==> src/rtl/mult_seq16.sv <==
// Iterative 16x16 shift-and-add multiplier sequencer driving an external 4-bit step counter.
// Signed operands are handled by sign-magnitude correction around an unsigned core.
//
// state | meaning
// IDLE  | waiting for start; on start latch operands and clear the step counter
// RUN   | one add/shift iteration per cycle, iteration index taken from cnt
// DONE  | one-cycle ready pulse, product valid
module mult_seq16 #(
  parameter int WIDTH = 16
) (
  input  logic               clk,
  input  logic               clr,
  input  logic               start,
  input  logic               sgn,
  input  logic [WIDTH-1:0]   multiplicand,
  input  logic [WIDTH-1:0]   multiplier,
  input  logic [3:0]         cnt,
  output logic               cnt_en,
  output logic               cnt_clr,
  output logic               busy,
  output logic               ready,
  output logic [2*WIDTH-1:0] product
);

  typedef enum logic [1:0] {IDLE, RUN, DONE} state_t;

  state_t             state, state_nxt;
  logic [2*WIDTH-1:0] acc, acc_nxt, acc_step, product_nxt;
  logic [WIDTH-1:0]   m, m_nxt, mag_a, mag_b;
  logic [WIDTH:0]     upper_sum;
  logic               neg, neg_nxt, prod_ld;

  // 0x8000 negates to itself, which read as unsigned is the required 32768
  assign mag_a = (sgn && multiplicand[WIDTH-1]) ? -multiplicand : multiplicand;
  assign mag_b = (sgn && multiplier[WIDTH-1])   ? -multiplier   : multiplier;

  assign upper_sum   = {1'b0, acc[2*WIDTH-1:WIDTH]} + (acc[0] ? {1'b0, m} : '0);
  assign acc_step    = {upper_sum, acc[WIDTH-1:1]};
  assign product_nxt = neg ? -acc_step : acc_step;

  always_comb begin
    state_nxt = state;
    acc_nxt   = acc;
    m_nxt     = m;
    neg_nxt   = neg;
    prod_ld   = 1'b0;
    cnt_en    = 1'b0;
    cnt_clr   = 1'b0;
    busy      = 1'b0;
    ready     = 1'b0;
    case (state)
      IDLE: begin
        if (start) begin
          cnt_clr   = 1'b1;
          acc_nxt   = {{WIDTH{1'b0}}, mag_b};
          m_nxt     = mag_a;
          neg_nxt   = sgn & (multiplicand[WIDTH-1] ^ multiplier[WIDTH-1]);
          state_nxt = RUN;
        end
      end
      RUN: begin
        busy    = 1'b1;
        cnt_en  = 1'b1;
        acc_nxt = acc_step;
        // cnt is trusted; the clear issued on entry guarantees exactly 16 iterations
        if (cnt == 4'(WIDTH - 1)) begin
          prod_ld   = 1'b1;
          state_nxt = DONE;
        end
      end
      DONE: begin
        ready     = 1'b1;
        state_nxt = IDLE;
      end
      default: state_nxt = IDLE;
    endcase
  end

  always_ff @(posedge clk or negedge clr) begin
    if (!clr) begin
      state   <= IDLE;
      acc     <= '0;
      m       <= '0;
      neg     <= 1'b0;
      product <= '0;
    end else begin
      state <= state_nxt;
      acc   <= acc_nxt;
      m     <= m_nxt;
      neg   <= neg_nxt;
      if (prod_ld) product <= product_nxt;
    end
  end

endmodule

==> config.mk <==
export PLATFORM = sky130hd
export DESIGN_NAME = mult_seq16
export DESIGN_NICKNAME = d
export VERILOG_FILES = /design/src/rtl/mult_seq16.sv
export SDC_FILE = /design/constraint.sdc
export NUM_CORES = 1
export LEC_CHECK = 0
export CAP_MARGIN = 10
export CORE_AREA = 2 2 119 121
export CTS_CLUSTER_SIZE = 14
export DETAILED_ROUTE_END_ITERATION = 16
export DIE_AREA = 0 0 121 123
export PLACE_DENSITY = 0.62
export SYNTH_ARGS = -nofsm -noshare
export SYNTH_HDL_FRONTEND = slang
export SYNTH_SLANG_ARGS = --single-unit
==> constraint.sdc <==
create_clock -name clk -period 3.23 [get_ports clk]
set_clock_uncertainty 0.15 [all_clocks]
set_input_delay 0.4845 -clock clk [delete_from_list [all_inputs] [get_ports clk]]
set_output_delay 0.4845 -clock clk [all_outputs]
set_load 0.03 [all_outputs]
==> results of run 1 <==
cells by family after synthesis:
kind of cell,after synthesis,share of synthesized area
simple gates,226,0.2073
compound gates,189,0.2217
flops,83,0.3866
xor+xnor,58,0.09455
buf+inv,42,0.03074
fa+ha+maj,20,0.04797
mux,6,0.01118
area by class of cell:
class                   count  area, um^2
flip-flops and latches     83        2078
repair buffers            125        1124
inverters                  12       45.04
well taps                 180       225.2
multi-input cells         499        3381
fillers                  1300        6445
clock buffers              11       252.7
clock inverters             5       61.31
routing by layer:
metal,vias up,global-route usage
met5,-,0
met4,0,0.06613
met3,17,0.02260
met2,116,0.2865
met1,2345,0.2897
li1,2461,-
power groups by stage:
stage	Clock, mW	Combinational, mW	Sequential (mW)
detailed placement	0	3.67	1.93
global placement	0	3.60	1.91
global route	1.13	4.41	1.99
finish	1.07	4.01	1.92
CTS	1.08	3.75	1.91
floorplan	0	2.08	2.14
per-stage QoR:
step                instance area (um^2)  setup WS, ns    util  std cells  TNS (ns)
finish                              7167       0.06218  0.5265        915         0
global route                        7167      -0.09541  0.5265        915   -0.2706
CTS                                 6952      -0.05523  0.5107        910  -0.08964
detailed placement                  6558       -0.1527  0.4818        889   -0.5492
global placement                    6558       -0.1011  0.4818        889   -0.1590
floorplan                           5401       0.05740       -        624         0
cell usage after synthesis (all sizes together), types with 3 or more instances:
cell type	number	area, um^2
a2111oi	4	60.06
a211o	3	26.28
a211oi	3	22.52
a21o	6	45.04
a21oi	24	120.1
a22oi	15	112.6
a31oi	4	25.02
and2	21	131.4
and3	4	25.02
buf	3	18.76
clkbuf	27	101.4
dfrtp	83	2077
ha	19	237.7
inv	11	41.29
mux2i	6	60.06
nand2	90	337.8
nand2b	6	37.54
nand3	28	140.1
nand4	4	31.28
nor2	29	108.9
nor3	10	50.05
nor4	5	31.28
o211ai	3	22.52
o21a	7	52.55
o21ai	90	450.4
o31ai	11	82.58
o41ai	3	26.28
or2	6	37.53
or3	7	43.79
or4	6	52.55
xnor2	29	254.0
xor2	29	254.0
final timing paths:
path / start / end / slack [ns] / cells after the start
hold / removal: clr / acc[31]$_DFFE_PN0P_ / 0.18 / 1
setup / recovery: acc[0]$_DFFE_PN0P_ / product[30]$_DFFE_PN0P_ / 0.06 / 12
min in group clk: m[7]$_DFFE_PN0P_ / m[7]$_DFFE_PN0P_ / 0.33 / 2
max in group asynchronous: clr / acc[0]$_DFFE_PN0P_ / 2.04 / 1
hold reg to reg: m[7]$_DFFE_PN0P_ / m[7]$_DFFE_PN0P_ / 0.33 / 2
setup reg to reg: acc[0]$_DFFE_PN0P_ / product[30]$_DFFE_PN0P_ / 0.06 / 12
state kept, by name, summed over array words and instances, names as in the netlist:
signal   cells
m           16
acc         32
product     32
neg          1
state        2
timing repair:
action	4_1_cts	5_1_grt
pin swaps	6	17
gates cloned	0	0
gates resized for setup	11	33
setup endpoints to repair	5	7
buffers inserted	5	5
==> metrics.md, run 1 <==
| Metric | Value |
|---|---|
| Status | finished clean |
| Top sig layer | met4 |
| Post-Syn Nets | a little under 700 |
| Initial core utilization | 0.3947 |
| Pre-antenna DRT Iters | 5 |
| Hold Crit Class | input port to asynchronous set/reset pin |
| CTS Hold Bufs | 0 |
| Setup Crit Path Kind | flip-flop to flip-flop |
| Internal | 3.961 mW |
| Worst Path Required | 3.30 ns |
| Ys async rst share | 1.000 |
| Most frequent cells in the layout | nand2_1 (89), dfrtp_1 (82), clkdlybuf4s50_1 (74), o21ai_0 (62), buf_4 (51) |
| Relative slew slack | 0.3129 |
| Diode count | 0 |
| Sinks on Clock Net | 83 |
| Clk root buf | clkbuf_16 |
| Peak supply drop | 371.0 uV |
| Gr usage total | 0.1928 |
| I/O pin cnt | 76 |
| Antenna violations before repair | 0 |
| Sequential area share after synthesis | 0.3866 |
| Chip Height | 123 um |
| Via density | 5.398 |
| Synthesized area | 0.005373 mm^2 |
| Largest net degree at the start of global routing | 84 |
| Vias in the first global route | 4568 |
| Ys flop type | dfrtp_1 |
| Maxcap violations | 0 |
| Clock power share | 0.152 |
| Final max-slew violation count | 0 |
| CP Capture Type | flip-flop |
| WHS | 0.1796 ns |
| Vias after detailed routing | 4939 |
| Grt ovf | 0 |
| Fin crit period | ~3.2 ns |
| WL met1 | 6956 um |
| NetSw | 3.034 mW |
| Worst-margin pin slew | a little over 1 ns |
| DRC marker count from the first detailed-route iteration | 303 |
| First-pass GRT wire length | about 23000 um |
| Power Total | 6.994 mW |
| Crit-path max cell delay | 0.44 ns |
| RSZ-0062 raised after global routing | true |
| Final worst-path cycle share | 0.9807 |
| Number of synthesized flops with an enable pin | 0 |
| Die span in x | 121 um |
| CP max-delay cell | dfrtp_2 |
| Clock Latency Late Sink | 0.34 ns |
| Total CTS buffers | 9 |
| Most common cell after layout, fill and taps aside | nand2_1 |
| Pwr dens | around 980 mW/mm^2 |
| Post-route ant nets | 0 |
| Met3 wire length | 549 um |
| Leakage power | 3.068 nW |
| Count of state elements after synthesis | 83 |
| F_max | 0.3157 GHz |
| Mapped Cells | 624 |
| Clk slew on worst S/H paths | 0.06 ns |
| Sw frac | 0.4337 |
| Final Hold Vio Count | 0 |
| WL/cell | 15.36 um |
| CP Launch Type | flip-flop |
| CORE AREA | 0.01361 mm^2 |
| Layout cell share with drive strength beyond 1 | 0.1537 |
| Post-route DRC | 0 |
| Setup-failing EPs final | 0 |
| Synthesis-to-finish area growth | 33.40% |
| Worst path cell trace | and2_4, ha_4, fa_2, a211o_1, a21oi_2, buf_4, o21bai_1, and4bb_1, nand4_4, a2111oi_4, mux2i_1, nand2_1 |
| Clk buf depth | 2 |
| Register share of total power | 0.275 |
| FP Rows | 43 |
| Crit Path Max Fanout | 7 |
| Drt total wl | between 10000 and 15000 um |
| H-tree levels | 3 |
| Synth warn | 0 |
| CP top delay family | compound AO/OA/AOI/OAI gates |
| WP data arrival | about 3.2 ns |
| Gate power share | 0.573 |
| Nets | 790 |
| Die area | 0.01488 mm^2 |
| Yosys cell types | 62 |
| Routability cong. | 0.8771 |
| Syn Area/Cell | 8.610 um^2 |
| CTS tree | yes |
| Bufs and invs on worst path | 1 |
| Port Buf Inserts | between 70 and 80 |
| Routed met2 length | 6283 um |
| Hpwl dp | 10450 um |
Power figures use the tool's default switching activity.
==> inputs of run 2 (changes only) <==
- ABC_AREA: unset -> 1
- CORE_AREA: 2 2 119 121 -> 2 2 123 125
- DIE_AREA: 0 0 121 123 -> 0 0 125 127
- PLACE_DENSITY: 0.62 -> 0.61
==> metrics.md, run 2 <==
| Metric | Value |
|---|---|
| Via density | 4.746 (-12%) |
| Setup Buffers After CTS | 0 (-5) |
| Worst Path Required | 3.27 ns (-0.03 ns) |
| CP Capture Type | flip-flop |
| RSZ-0062 raised after global routing | false |
| Largest regs | acc: 32 flops, product: 32 flops, m: 16 flops |
| Post-route ant nets | 0 (unchanged) |
| Final worst-path cycle share | 0.8919 (-0.08885) |
| Most frequent cells in the layout | nand2_1 (229), inv_1 (105), dfrtp_1 (83), o21ai_0 (74), clkdlybuf4s50_1 (74) |
| Synthesis-to-finish area growth | 21.42% |
| Count of state elements after synthesis | 83 (unchanged) |
| Nets | 928 (+17%) |
| CP top delay family | simple AND/OR/NAND/NOR gates |
| Pre-antenna DRT Iters | 4 (-1) |
| Share of the synthesized area in the top cell type | 0.3662 (-0.02038) |
| Worst-margin pin slew | 0.7704 ns (-0.2602 ns) |
| Final max-slew violation count | 0 (unchanged) |
| Mapped Cells | 795 (+27%) |
| Gr usage total | 0.1824 (-0.01038) |
| Internal | 3.542 mW (-11%) |
| WP data arrival | 2.92 ns (-0.32 ns) |
| Sw frac | 0.4888 (+0.05505) |
| Top cells by area, synth | dfrtp_1 (37%), nand2_1 (15%), inv_1 (6.9%) |
| Most common cell on crit path | nand2_2 |
| Ys flop type | dfrtp_1 |
| NetSw | 3.386 mW (+12%) |
| Relative slew slack | 0.4856 (+0.1727) |
| Routability cong. | 0.8620 (-1.7%) |
| Gate power share | 0.584 (+0.011) |
| CP Launch Type | flip-flop |
| Port Buf Inserts | 75 (unchanged) |
| Number of synthesized flops with an enable pin | 0 (unchanged) |
| Largest net degree at the start of global routing | 56 (-33%) |
| Grt ovf | 0 (unchanged) |
| Chip Height | 127 um (+3.3%) |
| Ys async rst share | 1.000 (unchanged) |
| Total Neg Setup Slack | 0 ns (unchanged) |
| First-pass GRT wire length | 23680 um (+2.8%) |
| Clock Latency Late Sink | 0.34 ns (about the same) |
| Initial core utilization | 0.3932 (-0.001489) |
| CTS Hold Bufs | 0 (unchanged) |
| Peak supply drop | 421.7 uV (+14%) |
| CTS tree | yes |
| Leakage power | 3.474 nW (+13%) |
| I/O pin cnt | 76 (unchanged) |
| Vias in the first global route | 4780 (+4.6%) |
| Crit Path Max Fanout | 17 (+10) |
| Register share of total power | 0.279 (+0.004) |
| Top post-synthesis cells by count | nand2_1 (229), inv_1 (105), dfrtp_1 (83), o21ai_0 (74), nor2_1 (61) |
| Maxcap violations | 0 (unchanged) |
| Yosys cell types | 43 (-31%) |
| Most common cell after layout, fill and taps aside | nand2_1 |
| Worst path cell trace | nand2_1, inv_1, ha_1, fa_1, nor2_1, nand2_1, nor2_1, nand2_2, nor2_4, nand2_2, nand2_2, xor2_1, o21ai_0 |
| Vias after detailed routing | 5017 (+1.6%) |
| Setup Crit Path Kind | flip-flop to flip-flop |
| Diode count | 0 (unchanged) |
| CORE AREA | 0.01442 mm^2 (+6.0%) |
| DRC marker count from the first detailed-route iteration | 327 (+7.9%) |
| Synthesized area | 0.005672 mm^2 (+5.6%) |
| Clk buf depth | 2 (unchanged) |
| Setup-failing EPs final | 0 (unchanged) |
| Sequential area share after synthesis | 0.3662 (-0.02038) |
| Syn Area/Cell | 7.134 um^2 (-17%) |
| Crit-path max cell delay | 0.63 ns (+0.19 ns) |
| Synth area leader | dfrtp_1 |
| Pwr dens | 1006 mW/mm^2 (+3.1%) |
| Layout cell share with drive strength beyond 1 | 0.07789 (-0.07585) |
| Clk slew on worst S/H paths | 0.06 ns (about the same) |
| Status | finished clean |
| F_max | 0.3471 GHz (+10%) |
| Die area | 0.01588 mm^2 (+6.7%) |
| CP max-delay cell | dfrtp_1 |
| Hold Crit Class | input port to asynchronous set/reset pin |
| Final Hold Vio Count | 0 (unchanged) |
| Clock power share | 0.137 (-0.015) |
| Clk root buf | clkbuf_16 |
| Top-count cell post-synth | nand2_1 |
| Final instance area | 0.006887 mm^2 (-3.9%) |
| WL/cell | 13.26 um (-14%) |
| Post-Syn Nets | 855 (+25%) |
| Total CTS buffers | 9 (unchanged) |
| Placed inst area | 0.006623 mm^2 (+0.99%) |
| Drt total wl | 14020 um (-0.22%) |
| H-tree levels | 3 (unchanged) |
| Post-route DRC | 0 (unchanged) |
| Synth warn | 0 (unchanged) |
| Die span in x | 125 um (+3.3%) |
| FP Rows | 44 (+2.3%) |
| Antenna violations before repair | 0 (unchanged) |
| Bufs and invs on worst path | 1 (unchanged) |
| Hpwl dp | 10880 um (+4.1%) |
| Post-CTS resize count | 0 (-11) |
| Fin crit period | 2.881 ns (-0.2870 ns) |
| Sinks on Clock Net | 83 (unchanged) |
run 2: cell types whose count changed in the layout (fill, tap and decap cells not counted), moves of 9 or more:
cell     previous run  this run
and2_1             18         2
o21ai_1            25         6
o21ai_0            62        74
xnor2_1            27        10
o31ai_1            10         1
nand3_1            28        38
nand2_1            89       229
buf_4              51        11
nor2_1             28        60
inv_1              11       105
nand2_2             1        14
run 2: routing by layer:
metal / part of all wire / vias up / wire length, um / GRT usage
met3: 0.034 / 13 / 470 / 0.02303
met5: 0 / - / 0 / 0
met4: 0.012 / 0 / 173 / 0.04641
li1: - / 2660 / - / -
met1: 0.52 / 2255 / 7234 / 0.2675
met2: 0.44 / 89 / 6141 / 0.2871
run 2: final timing paths:
kind,start,end,slack [ns],cells past startpoint
worst max-delay path,acc[0]$_DFFE_PN0P_,product[23]$_DFFE_PN0P_,0.35,13
worst min-delay path,clr,acc[7]$_DFFE_PN0P_,0.02,1
worst max register to register,acc[0]$_DFFE_PN0P_,product[23]$_DFFE_PN0P_,0.35,13
worst min register to register,product[16]$_DFFE_PN0P_,product[16]$_DFFE_PN0P_,0.33,2
max in group asynchronous,clr,m[1]$_DFFE_PN0P_,2.20,2
min in group clk,product[16]$_DFFE_PN0P_,product[16]$_DFFE_PN0P_,0.33,2
run 2: area by class of cell:
| class | count | area (um^2) |
|---|---|---|
| fill | 1497 | 7537 |
| multi-input combinational | 578 | 3075 |
| tap | 184 | 230.2 |
| timing repair buffer | 85 | 823.3 |
| sequential | 83 | 2077 |
| clock buffer | 12 | 236.5 |
| clock inverter | 4 | 27.53 |
| inverter | 111 | 416.7 |
run 2: power by group through the flow:
stage          clock (mW)  sequential, mW  combinational (mW)
2_1_floorplan           0            2.20                2.55
3_3_place_gp            0            1.94                4.04
3_5_place_dp            0            1.95                4.05
4_1_cts             0.968            1.94                4.07
5_1_grt              1.01            2.00                4.55
6_report            0.951            1.93                4.05
run 2: metrics by stage:
| stage | total power [mW] | cells | hold WS (ns) | setup slack (ns) | util |
|---|---|---|---|---|---|
| 5_1_grt | 7.561 | 1057 | 0.09359 | 0.05929 | 0.4774 |
| 6_report | 6.928 | 1057 | 0.02148 | 0.3492 | 0.4774 |
| 2_1_floorplan | 4.746 | 795 | 0.03891 | 0.4510 | - |
| 3_5_place_dp | 6.005 | 1041 | 0.3237 | 0.3524 | 0.4591 |
| 3_3_place_gp | 5.975 | 1041 | 0.3148 | 0.4222 | 0.4591 |
| 4_1_cts | 6.972 | 1057 | 0.05841 | 0.3427 | 0.4774 |
run 2: cell families after synthesis:
logic type,after synthesis,share of synthesized area
xor gates and xnor gates,46,0.07103
AOI/OAI and AO/OA,126,0.1227
adders and majority gates,20,0.04545
and+or+nand+nor,386,0.3027
buffers and inverters,134,0.09199
DFF,83,0.3662
